===== src/rtl/bpf_sched_pkg.sv =====
// Shared types for the BPF core scheduler: per-core state encoding and counter width.
package bpf_sched_pkg;

  typedef enum logic [1:0] {
    CoreIdle = 2'd0,
    CoreRun  = 2'd1,
    CoreDone = 2'd2
  } core_state_e;

  localparam int unsigned BUSY_CNT_W = 5;

endpackage


===== src/rtl/bpf_rr_arb.sv =====
// Round-robin arbiter: grants the first requester at or after ptr, wrapping past N-1.
module bpf_rr_arb #(
  parameter int unsigned N = 4,
  localparam int unsigned IdxW = (N > 1) ? $clog2(N) : 1
) (
  input  logic [N-1:0]    req,
  input  logic [IdxW-1:0] ptr,
  output logic [N-1:0]    gnt,
  output logic [IdxW-1:0] idx,
  output logic            any
);

  int unsigned     cand;
  logic [IdxW-1:0] cand_idx;

  always_comb begin
    gnt      = '0;
    idx      = '0;
    any      = 1'b0;
    cand     = 0;
    cand_idx = '0;
    for (int unsigned k = 0; k < N; k++) begin
      cand = 32'(ptr) + k;
      if (cand >= N) cand = cand - N;
      cand_idx = IdxW'(cand);
      if (!any && req[cand_idx]) begin
        any           = 1'b1;
        gnt[cand_idx] = 1'b1;
        idx           = cand_idx;
      end
    end
  end

endmodule


===== src/rtl/bpfvm_sched.sv =====
// Dispatches buffer IDs to idle BPF cores and serialises their RET verdicts into one stream.
module bpfvm_sched
  import bpf_sched_pkg::*;
#(
  parameter int unsigned N_CORES  = 4,
  parameter int unsigned BUF_ID_W = 2
) (
  input  logic                         clk,
  input  logic                         rst,
  input  logic                         pkt_valid,
  input  logic [BUF_ID_W-1:0]          pkt_buf_id,
  output logic                         pkt_ready,
  output logic [N_CORES-1:0]           core_start,
  output logic [N_CORES*BUF_ID_W-1:0]  core_buf_id,
  input  logic [N_CORES-1:0]           core_accept,
  input  logic [N_CORES-1:0]           core_reject,
  output logic                         res_valid,
  input  logic                         res_ready,
  output logic                         res_accept,
  output logic [BUF_ID_W-1:0]          res_buf_id,
  output logic [BUSY_CNT_W-1:0]        busy_cnt,
  output logic                         err
);

  localparam int unsigned PtrW = $clog2(N_CORES);

  core_state_e state_q [N_CORES];
  core_state_e state_d [N_CORES];

  logic [N_CORES-1:0][BUF_ID_W-1:0] buf_q;
  logic [N_CORES-1:0] verdict_q;
  logic [PtrW-1:0]    disp_ptr_q, col_ptr_q;
  logic               res_valid_q, res_accept_q, err_q, err_d;
  logic [BUF_ID_W-1:0] res_buf_id_q;

  logic [N_CORES-1:0] idle, done, col_gnt, col_take, disp_req, disp_gnt, disp_take;
  logic [PtrW-1:0]    col_idx, disp_idx;
  logic               col_any, disp_any, load, disp_fire;

  always_comb begin
    for (int i = 0; i < int'(N_CORES); i++) begin
      idle[i] = (state_q[i] == CoreIdle);
      done[i] = (state_q[i] == CoreDone);
    end
  end

  assign load = !res_valid_q || res_ready;

  bpf_rr_arb #(.N(N_CORES)) u_col_arb (
    .req (done),
    .ptr (col_ptr_q),
    .gnt (col_gnt),
    .idx (col_idx),
    .any (col_any)
  );

  assign col_take = col_gnt & {N_CORES{load}};
  // A core being collected this edge is already free for a new dispatch.
  assign disp_req = idle | col_take;

  bpf_rr_arb #(.N(N_CORES)) u_disp_arb (
    .req (disp_req),
    .ptr (disp_ptr_q),
    .gnt (disp_gnt),
    .idx (disp_idx),
    .any (disp_any)
  );

  assign pkt_ready = !rst && disp_any;
  assign disp_fire = pkt_valid && pkt_ready;
  assign disp_take = disp_gnt & {N_CORES{disp_fire}};

  always_comb begin
    err_d = err_q;
    for (int i = 0; i < int'(N_CORES); i++) begin
      state_d[i] = state_q[i];
      unique case (state_q[i])
        CoreRun: begin
          if (core_accept[i] || core_reject[i]) state_d[i] = CoreDone;
          if (core_accept[i] && core_reject[i]) err_d = 1'b1;
        end
        CoreDone: begin
          if (col_take[i]) state_d[i] = CoreIdle;
          if (core_accept[i] || core_reject[i]) err_d = 1'b1;
        end
        default: begin
          if (core_accept[i] || core_reject[i]) err_d = 1'b1;
        end
      endcase
      if (disp_take[i]) state_d[i] = CoreRun;
    end
  end

  always_ff @(posedge clk or posedge rst) begin
    if (rst) begin
      for (int i = 0; i < int'(N_CORES); i++) state_q[i] <= CoreIdle;
      buf_q        <= '0;
      verdict_q    <= '0;
      disp_ptr_q   <= '0;
      col_ptr_q    <= '0;
      res_valid_q  <= 1'b0;
      res_accept_q <= 1'b0;
      res_buf_id_q <= '0;
      err_q        <= 1'b0;
    end else begin
      for (int i = 0; i < int'(N_CORES); i++) begin
        state_q[i] <= state_d[i];
        if (disp_take[i]) buf_q[i] <= pkt_buf_id;
        if (state_q[i] == CoreRun && (core_accept[i] || core_reject[i])) begin
          verdict_q[i] <= core_accept[i] & ~core_reject[i];
        end
      end
      if (disp_fire) begin
        disp_ptr_q <= (disp_idx == PtrW'(N_CORES - 1)) ? '0 : disp_idx + PtrW'(1);
      end
      if (load) begin
        res_valid_q <= col_any;
        if (col_any) begin
          res_accept_q <= verdict_q[col_idx];
          res_buf_id_q <= buf_q[col_idx];
          col_ptr_q    <= (col_idx == PtrW'(N_CORES - 1)) ? '0 : col_idx + PtrW'(1);
        end
      end
      err_q <= err_d;
    end
  end

  always_comb begin
    busy_cnt = '0;
    for (int i = 0; i < int'(N_CORES); i++) begin
      core_start[i] = (state_q[i] == CoreRun);
      if (!idle[i]) busy_cnt = busy_cnt + BUSY_CNT_W'(1);
    end
  end

  assign core_buf_id = buf_q;
  assign res_valid   = res_valid_q;
  assign res_accept  = res_accept_q;
  assign res_buf_id  = res_buf_id_q;
  assign err         = err_q;

endmodule

===== config.mk =====
export PLATFORM = sky130hd
export DESIGN_NAME = bpfvm_sched
export DESIGN_NICKNAME = d
export VERILOG_FILES = /design/src/rtl/bpf_sched_pkg.sv /design/src/rtl/bpf_rr_arb.sv /design/src/rtl/bpfvm_sched.sv
export SDC_FILE = /design/constraint.sdc
export NUM_CORES = 1
export LEC_CHECK = 0
export BUFFER_PORTS_ARGS = -buffer_cell sky130_fd_sc_hd__buf_2
export CAP_MARGIN = 20
export CORE_ASPECT_RATIO = 1.75
export CORE_MARGIN = 2
export CORE_UTILIZATION = 65
export CTS_BUF_LIST = sky130_fd_sc_hd__clkbuf_2 sky130_fd_sc_hd__clkbuf_4 sky130_fd_sc_hd__clkbuf_8
export CTS_CLUSTER_DIAMETER = 80
export DETAILED_ROUTE_END_ITERATION = 8
export PLACE_DENSITY = 0.95
export SYNTH_ARGS = -nofsm -noshare
export SYNTH_HDL_FRONTEND = slang
export SYNTH_SLANG_ARGS = --single-unit

===== constraint.sdc =====
create_clock -name clk -period 6.7 [get_ports clk]
set_input_delay 0.67 -clock clk [delete_from_list [all_inputs] [get_ports clk]]
set_output_delay 0.67 -clock clk [all_outputs]
set_load 0.02 [all_outputs]

==> metrics.txt, run 1 <==
status finished, final reports clean; Total GRT Usage 0.3799; top cell type's share of synthesized area 0.2592; via count 2,648; initial antenna violation count 0; R2R cell count 11; Num CTS Buffers 5; critical path data required time 6.87 ns; clock skew 0.02360 ns; Syn. warnings 0; global-route wire length before repair 13.28 mm; area grow syn2layout 11.48%; cells after synthesis 295; # IOs 37; # diodes 0; RSZ-0062 raised after global routing false; initial drt markers 161; Synth area leader dfrtp_1; worst skew pair latency 0.30 ns; TritonRoute pass-1 iters 5; clock tree buffer depth 2; buffers added on ports 34; CTS Root Cell clkbuf_8; Die ar. 0.004870 mm2; Core Footprint 0.004150 mm2; post-route ant nets 0; Max-Cap Viols 0; CTS tree yes; CTS resizes 0; R2R Setup Slk 2.17 ns; grt ovf 0; Seq cells post-synth 29; vias in the first global route 2,640; clk sinks 29; die width 53.62 um; Final Wtd Congestion 0.9162; final hold violations 0; largest net degree at the start of global routing 25; worst path arrival time 4.70 ns; CP Class register to register; number of H-tree levels 2; Worst-path clk slew 0.09 ns; Core Rows 31; Setup violations, final 0; Max FO, Critical Path 18; Startpoint Class register; # fillers 286; # hold bufs at CTS 0; top cells by area, synth dfrtp_1 26%, ha_1 16%, mux4_2 8.8%; dpl hpwl 5.848 mm; Unique masters post-synth 54; die height 90.83 um; Slew @ Worst Pin 1.072 ns; mapped cell area 0.002800 mm2; post-CTS setup buffers 0; RR Endpoint core_buf_id[1]; Initial Utilization 0.6747; worst hold path type primary input to async pin; final slew viol count 0; final setup TNS 0 ns; Tcrit/Tclk final 0.6762; Avg Cell Area, Syn 9.492 um2; FMAX 220.7 MHz; WL final 8.421 mm; layout cells sized above 1 0.2266; Final nets 379; WL/cell 22.16 um; sequential area share after synthesis 0.2592; Rel. slew slack 0.2780; min Tclk post-route 4.530 ns; residual DRC count 0; endpoint type of the worst setup path register; vias per cell 6.968
## per-layer routing
layer | up-vias | GRT usage | share of wire
met5 | - | 0 | 0
met4 | 0 | 0.2607 | 0.078
met3 | 56 | 0.05795 | 0.063
met2 | 169 | 0.6420 | 0.53
met1 | 1281 | 0.4074 | 0.33
li1 | 1142 | - | -
## Yosys cell counts (all sizes together)
cell type / n
ha: 35
dfrtp: 29
a21oi: 25
inv: 22
o21ai: 22
nand2: 21
nor2: 20
mux2: 14
mux4: 12
nand3: 8
buf: 7
and2: 5
nand3b: 5
nor3b: 5
o22ai: 5
xnor2: 5
a31o: 4
mux2i: 4
o21bai: 4
a211oi: 3
a31oi: 3
nand2b: 3
nand4bb: 3
nor2b: 3
o21a: 3
or3: 3
a21boi: 2
clkbuf: 2
nand4: 2
nor3: 2
o31ai: 2
or2: 2
a21o: 1
a221oi: 1
a22oi: 1
a311oi: 1
conb: 1
nor4: 1
nor4b: 1
o211ai: 1
o2bb2ai: 1
or4b: 1
## sequential cells by signal, summed over array words and instances, names as in the netlist, named ones only
register     cells
res_accept       1
col_ptr_q        1
disp_ptr_q       2
core_buf_id      8
err              1
verdict_q        4
res_buf_id       2
res_valid        1
state_q          8
## cells in the final DEF, fill, tap and decap left out, types with 8 or more instances in the layout
| master | count |
|---|---|
| ha_1 | 35 |
| mux2_1 | 8 |
| buf_2 | 35 |
| a21oi_1 | 21 |
| dfrtp_1 | 29 |
| mux4_2 | 11 |
| nand3_1 | 8 |
| nand2_1 | 21 |
| nor2_1 | 20 |
| o21ai_0 | 21 |
| inv_1 | 22 |
## through the flow
step,instances,setup WS (ns),hold WS (ns),instance area (um2),util
finish,380,2.170,0.3605,3122,0.7522
floorplan,296,3.059,0.4786,2804,-
global placement,370,2.503,0.4831,2969,0.7154
global route,380,1.890,0.3986,3122,0.7522
detailed placement,372,2.385,0.4959,3002,0.7232
CTS,380,2.242,0.3746,3122,0.7522
## worst max-delay path by stage
| stage | endpoint | start | slack (ns) | cells after the start |
|---|---|---|---|---|
| 6_report | core_buf_id[1] | register | 2.17 | 11 |
| 5_1_grt | core_buf_id[1] | register | 1.89 | 11 |
| 4_1_cts | core_buf_id[6] | register | 2.24 | 11 |
| 3_5_place_dp | core_buf_id[6] | register | 2.38 | 11 |
| 3_3_place_gp | core_buf_id[6] | register | 2.50 | 11 |
| 2_1_floorplan | core_buf_id[2] | register | 3.06 | 14 |
## layout make-up
class	count	area [um2]	share of cell area
inverter	22	82.58	0.02645
sequential	29	725.7	0.2325
tap	49	61.31	0.01964
clock inverter	1	30.03	0.009619
timing repair buffer	36	202.7	0.06493
multi-input combinational	236	1929	0.6180
clock buffer	7	90.09	0.02886
## worst max-delay path, stage by stage, from the launching register on
cell and delay [ns]:
dfrtp_1 0.81, inv_1 0.22, ha_1 0.40, mux4_2 0.45
nor4b_4 0.48, a31oi_1 0.22, and2_4 0.22, mux4_2 0.49
nor3b_1 0.29, o22ai_1 0.16, a21oi_2 0.29, mux2_1 0.37
## kinds of logic (layout without fill, tap and decap cells)
| family | Yosys count | count (layout) | synth area share |
|---|---|---|---|
| flip-flops | 29 | 29 | 0.2592 |
| other | 1 | 2 | 0.001339 |
| multiplexers | 30 | 30 | 0.1685 |
| XOR/XNOR | 5 | 5 | 0.01564 |
| AO/OA/AOI/OAI | 79 | 79 | 0.1765 |
| adder cells (fa/ha/maj) | 35 | 35 | 0.1564 |
| AND/OR/NAND/NOR | 85 | 85 | 0.1694 |
| buffers and inverters | 31 | 66 | 0.05317 |
Power of run 1 is left out: the tool's default activity adds up to more than one toggle a clock period on the data nets, which glitch-free logic cannot reach.
==> run 2, diff against run 1 <==
- ABC_AREA: not set -> 1
- CORE_UTILIZATION: 65 -> 61
- PLACE_DENSITY: 0.95 -> 0.91
- clock period: 6.7 -> 4.2 ns (I/O delays scaled with it)
==> run 2 against run 1 <==
- worst hold slack got worse by 0.15 ns
- area after synthesis rose by 2.0%
- setup slack got worse by 1.6 ns
- register-to-register slack got worse by 1.4 ns
- non-clock buffer count did not move
==> metrics.txt, run 2 <==
status finished, final reports clean; Max FO, Critical Path 17 (-1); Initial Utilization 0.6233 (-0.05145); EDFF count, synth 0 (unchanged); PnR worst setup slack 0.5754 ns (-1.594 ns); Max stage delay on crit path 0.66 ns (-0.15 ns); post-place setup slack 0.9258 ns (-1.459 ns); CTS tree yes; Final nets 494 (+30%); FMAX 275.9 MHz; Synth Area in XOR/XNOR 0.009198 (-0.006441); Startpoint Class register; CTS Root Cell clkbuf_8; worst hold path type primary input to async pin; critical path data required time 3.78 ns (-3.09 ns); number of H-tree levels 2 (unchanged); final hold violations 0 (unchanged); Setup violations, final 0 (unchanged); adder-cell share of the synthesized area 0.1533 (-0.003083); Rel. slew slack 0.5436 (+0.2656); WL final 7.631 mm (-9.4%); clock skew 0.006404 ns (-0.01719 ns); layout cells sized above 1 0.1973 (-0.02928); Seq cells post-synth 29 (unchanged); global-route wire length before repair 12.21 mm (-8.1%); die width 55.73 um (+3.9%); Avg Cell Area, Syn 7.053 um2 (-26%); Worst path top cell family by delay simple AND/OR/NAND/NOR gates; cell mode on critical path nand2_2; Synth Area in Simple Gates 0.4065 (+0.2371); CP max-delay cell dfrtp_1; Max-Cap Viols 0 (unchanged); # IOs 37 (unchanged); residual DRC count 0 (unchanged); cells after synthesis 405 (+37%); Core Footprint 0.004583 mm2 (+10%); Synth area leader dfrtp_1; WL/cell 15.32 um (-31%); buffers added on ports 34 (unchanged); Worst-path clk slew 0.06 ns (-0.03 ns); Num CTS Buffers 5 (unchanged); ys async rst share 1.000 (unchanged); CTS resizes 0 (unchanged); most numerous cell in the Yosys netlist nand2_1; Final Wtd Congestion 0.9538 (+4.1%); largest family of logic cells by synthesized area simple AND/OR/NAND/NOR gates; CP bufs+invs 4 (+3); vias per cell 5.731 (-18%); CP cell instances inv_2 -> ha_1 -> inv_1 -> nand3_1 -> nand2_2 -> nand2_2 -> nor2_4 -> nand3_1 -> nand2_1 -> nand2_2 -> nand3_2 -> nand2_2 -> o21ai_4 -> inv_2 -> a31oi_1 -> buf_2; Syn. warnings 0 (unchanged); Core Rows 33 (+6.5%); Tcrit/Tclk final 0.8630; top_reg_cell synth dfrtp_1; post-route ant nets 0 (unchanged); die height 94.53 um (+4.1%); worst skew pair latency 0.29 ns (about the same); Die ar. 0.005268 mm2 (+8.2%); worst path arrival time 3.20 ns (-1.50 ns); Total GRT Usage 0.2980 (-0.08185); clock tree buffer depth 2 (unchanged); vias in the first global route 2,834 (+7.3%); # hold bufs at CTS 0 (unchanged); initial antenna violation count 0 (unchanged); Synth Area in Compound Gates 0.09987 (-0.07663); grt ovf 0 (unchanged); Slew @ Worst Pin 0.6774 ns (-0.3942 ns); largest net degree at the start of global routing 31 (+24%); initial drt markers 144 (-11%); min Tclk post-route 3.625 ns; mapped cell area 0.002856 mm2 (+2.0%); area grow syn2layout 11.91%; clk sinks 29 (unchanged); top cells by area, synth dfrtp_1 25%, nand2_1 18%, ha_1 15%; via count 2,854 (+7.8%); endpoint type of the worst setup path primary output; sequential area share after synthesis 0.2541 (-0.005108); # diodes 0 (unchanged); final setup TNS 0 ns (unchanged); Synth top cells by count 135 x nand2_1, 42 x inv_1, 39 x nand3_1; top cell type's share of synthesized area 0.2541 (-0.005108); RSZ-0062 raised after global routing false; most frequent cells in the layout 135 x nand2_1, 42 x inv_1, 39 x nand3_1; CP Class register to primary output; post-CTS setup buffers 0 (unchanged); # fillers 367 (+28%); final slew viol count 0 (unchanged); multiplexer share of the synthesized area 0 (-0.1685); commonest non-fill, non-tap cell in the layout nand2_1; dpl hpwl 5.829 mm (-0.33%); TritonRoute pass-1 iters 5 (unchanged); Unique masters post-synth 35 (-35%)
run 2: cell types whose count changed in the layout (fill, tap and decap cells not counted), sizes merged, moves of 5 or more:
| cell | before | now |
|---|---|---|
| nand2 | 21 | 148 |
| nand3 | 8 | 54 |
| inv | 22 | 48 |
| mux2 | 14 | 0 |
| mux4 | 12 | 0 |
| a21oi | 25 | 15 |
| nor2 | 20 | 29 |
| and2 | 5 | 0 |
| nor3b | 5 | 0 |
run 2: through the flow:
stage	utilization	cell area, um2	cells	hold slack (ns)
CTS	0.6975	3197	498	0.2258
global route	0.6975	3197	498	0.2564
floorplan	-	2860	406	0.4591
finish	0.6975	3197	498	0.2129
global placement	0.6713	3077	490	0.4598
detailed placement	0.6713	3077	490	0.4613
run 2: path summary, 6_finish.rpt:
check	from	endpoint	slack (ns)	cells past startpoint
max	register	pkt_ready	0.58	16
min	rst	disp_ptr_q[0]	0.21	3
max reg2reg	register	core_buf_id[4]	0.79	21
min reg2reg	res_buf_id[0]	res_buf_id[0]	0.47	2
max in group asynchronous	rst	core_buf_id[6]	3.70	3
min in group clk	core_reject[1]	verdict_q[1]	0.40	3
run 2: final cells by class:
cell class / instances / area [um2] / area share
Sequential cell: 29 / 725.7 / 0.2270
Inverter: 48 / 182.7 / 0.05714
Tap cell: 52 / 65.06 / 0.02035
Clock inverter: 2 / 37.54 / 0.01174
Clock buffer: 6 / 82.58 / 0.02583
Multi-Input combinational cell: 325 / 1918 / 0.6000
Timing Repair Buffer: 36 / 185.2 / 0.05793
run 2: logic make-up (layout without fill, tap and decap cells):
logic type	Yosys count	count (layout)
XOR/XNOR	3	3
buffers and inverters	52	92
AND/OR/NAND/NOR	239	239
flip-flops	29	29
adder cells (fa/ha/maj)	35	35
AO/OA/AOI/OAI	46	46
other	1	2
run 2: routing by layer:
metal,up-vias,track usage,wire length [um]
li1,1388,-,-
met1,1315,0.2660,2642
met2,112,0.5923,4258
met3,39,0.04247,287
met4,0,0.2093,444
met5,-,0,0
run 2: worst reg2reg max path, cell delays in order, from the launching register on:
cell      delay (ns)
dfrtp_1         0.66
inv_2           0.21
ha_1            0.40
inv_1           0.14
nand3_1         0.10
nand2_2         0.10
nand2_2         0.08
nor2_4          0.14
nand3_1         0.09
nand2_1         0.10
nand2_2         0.08
nand3_2         0.12
nand2_1         0.07
nand2_1         0.05
nand2_1         0.09
nor2_2          0.20
nand2_1         0.12
nand2_1         0.09
nand3b_1        0.19
nand2_1         0.14
nand2_1         0.08
nand2_1         0.05
Power of run 2 is left out for the same reason.
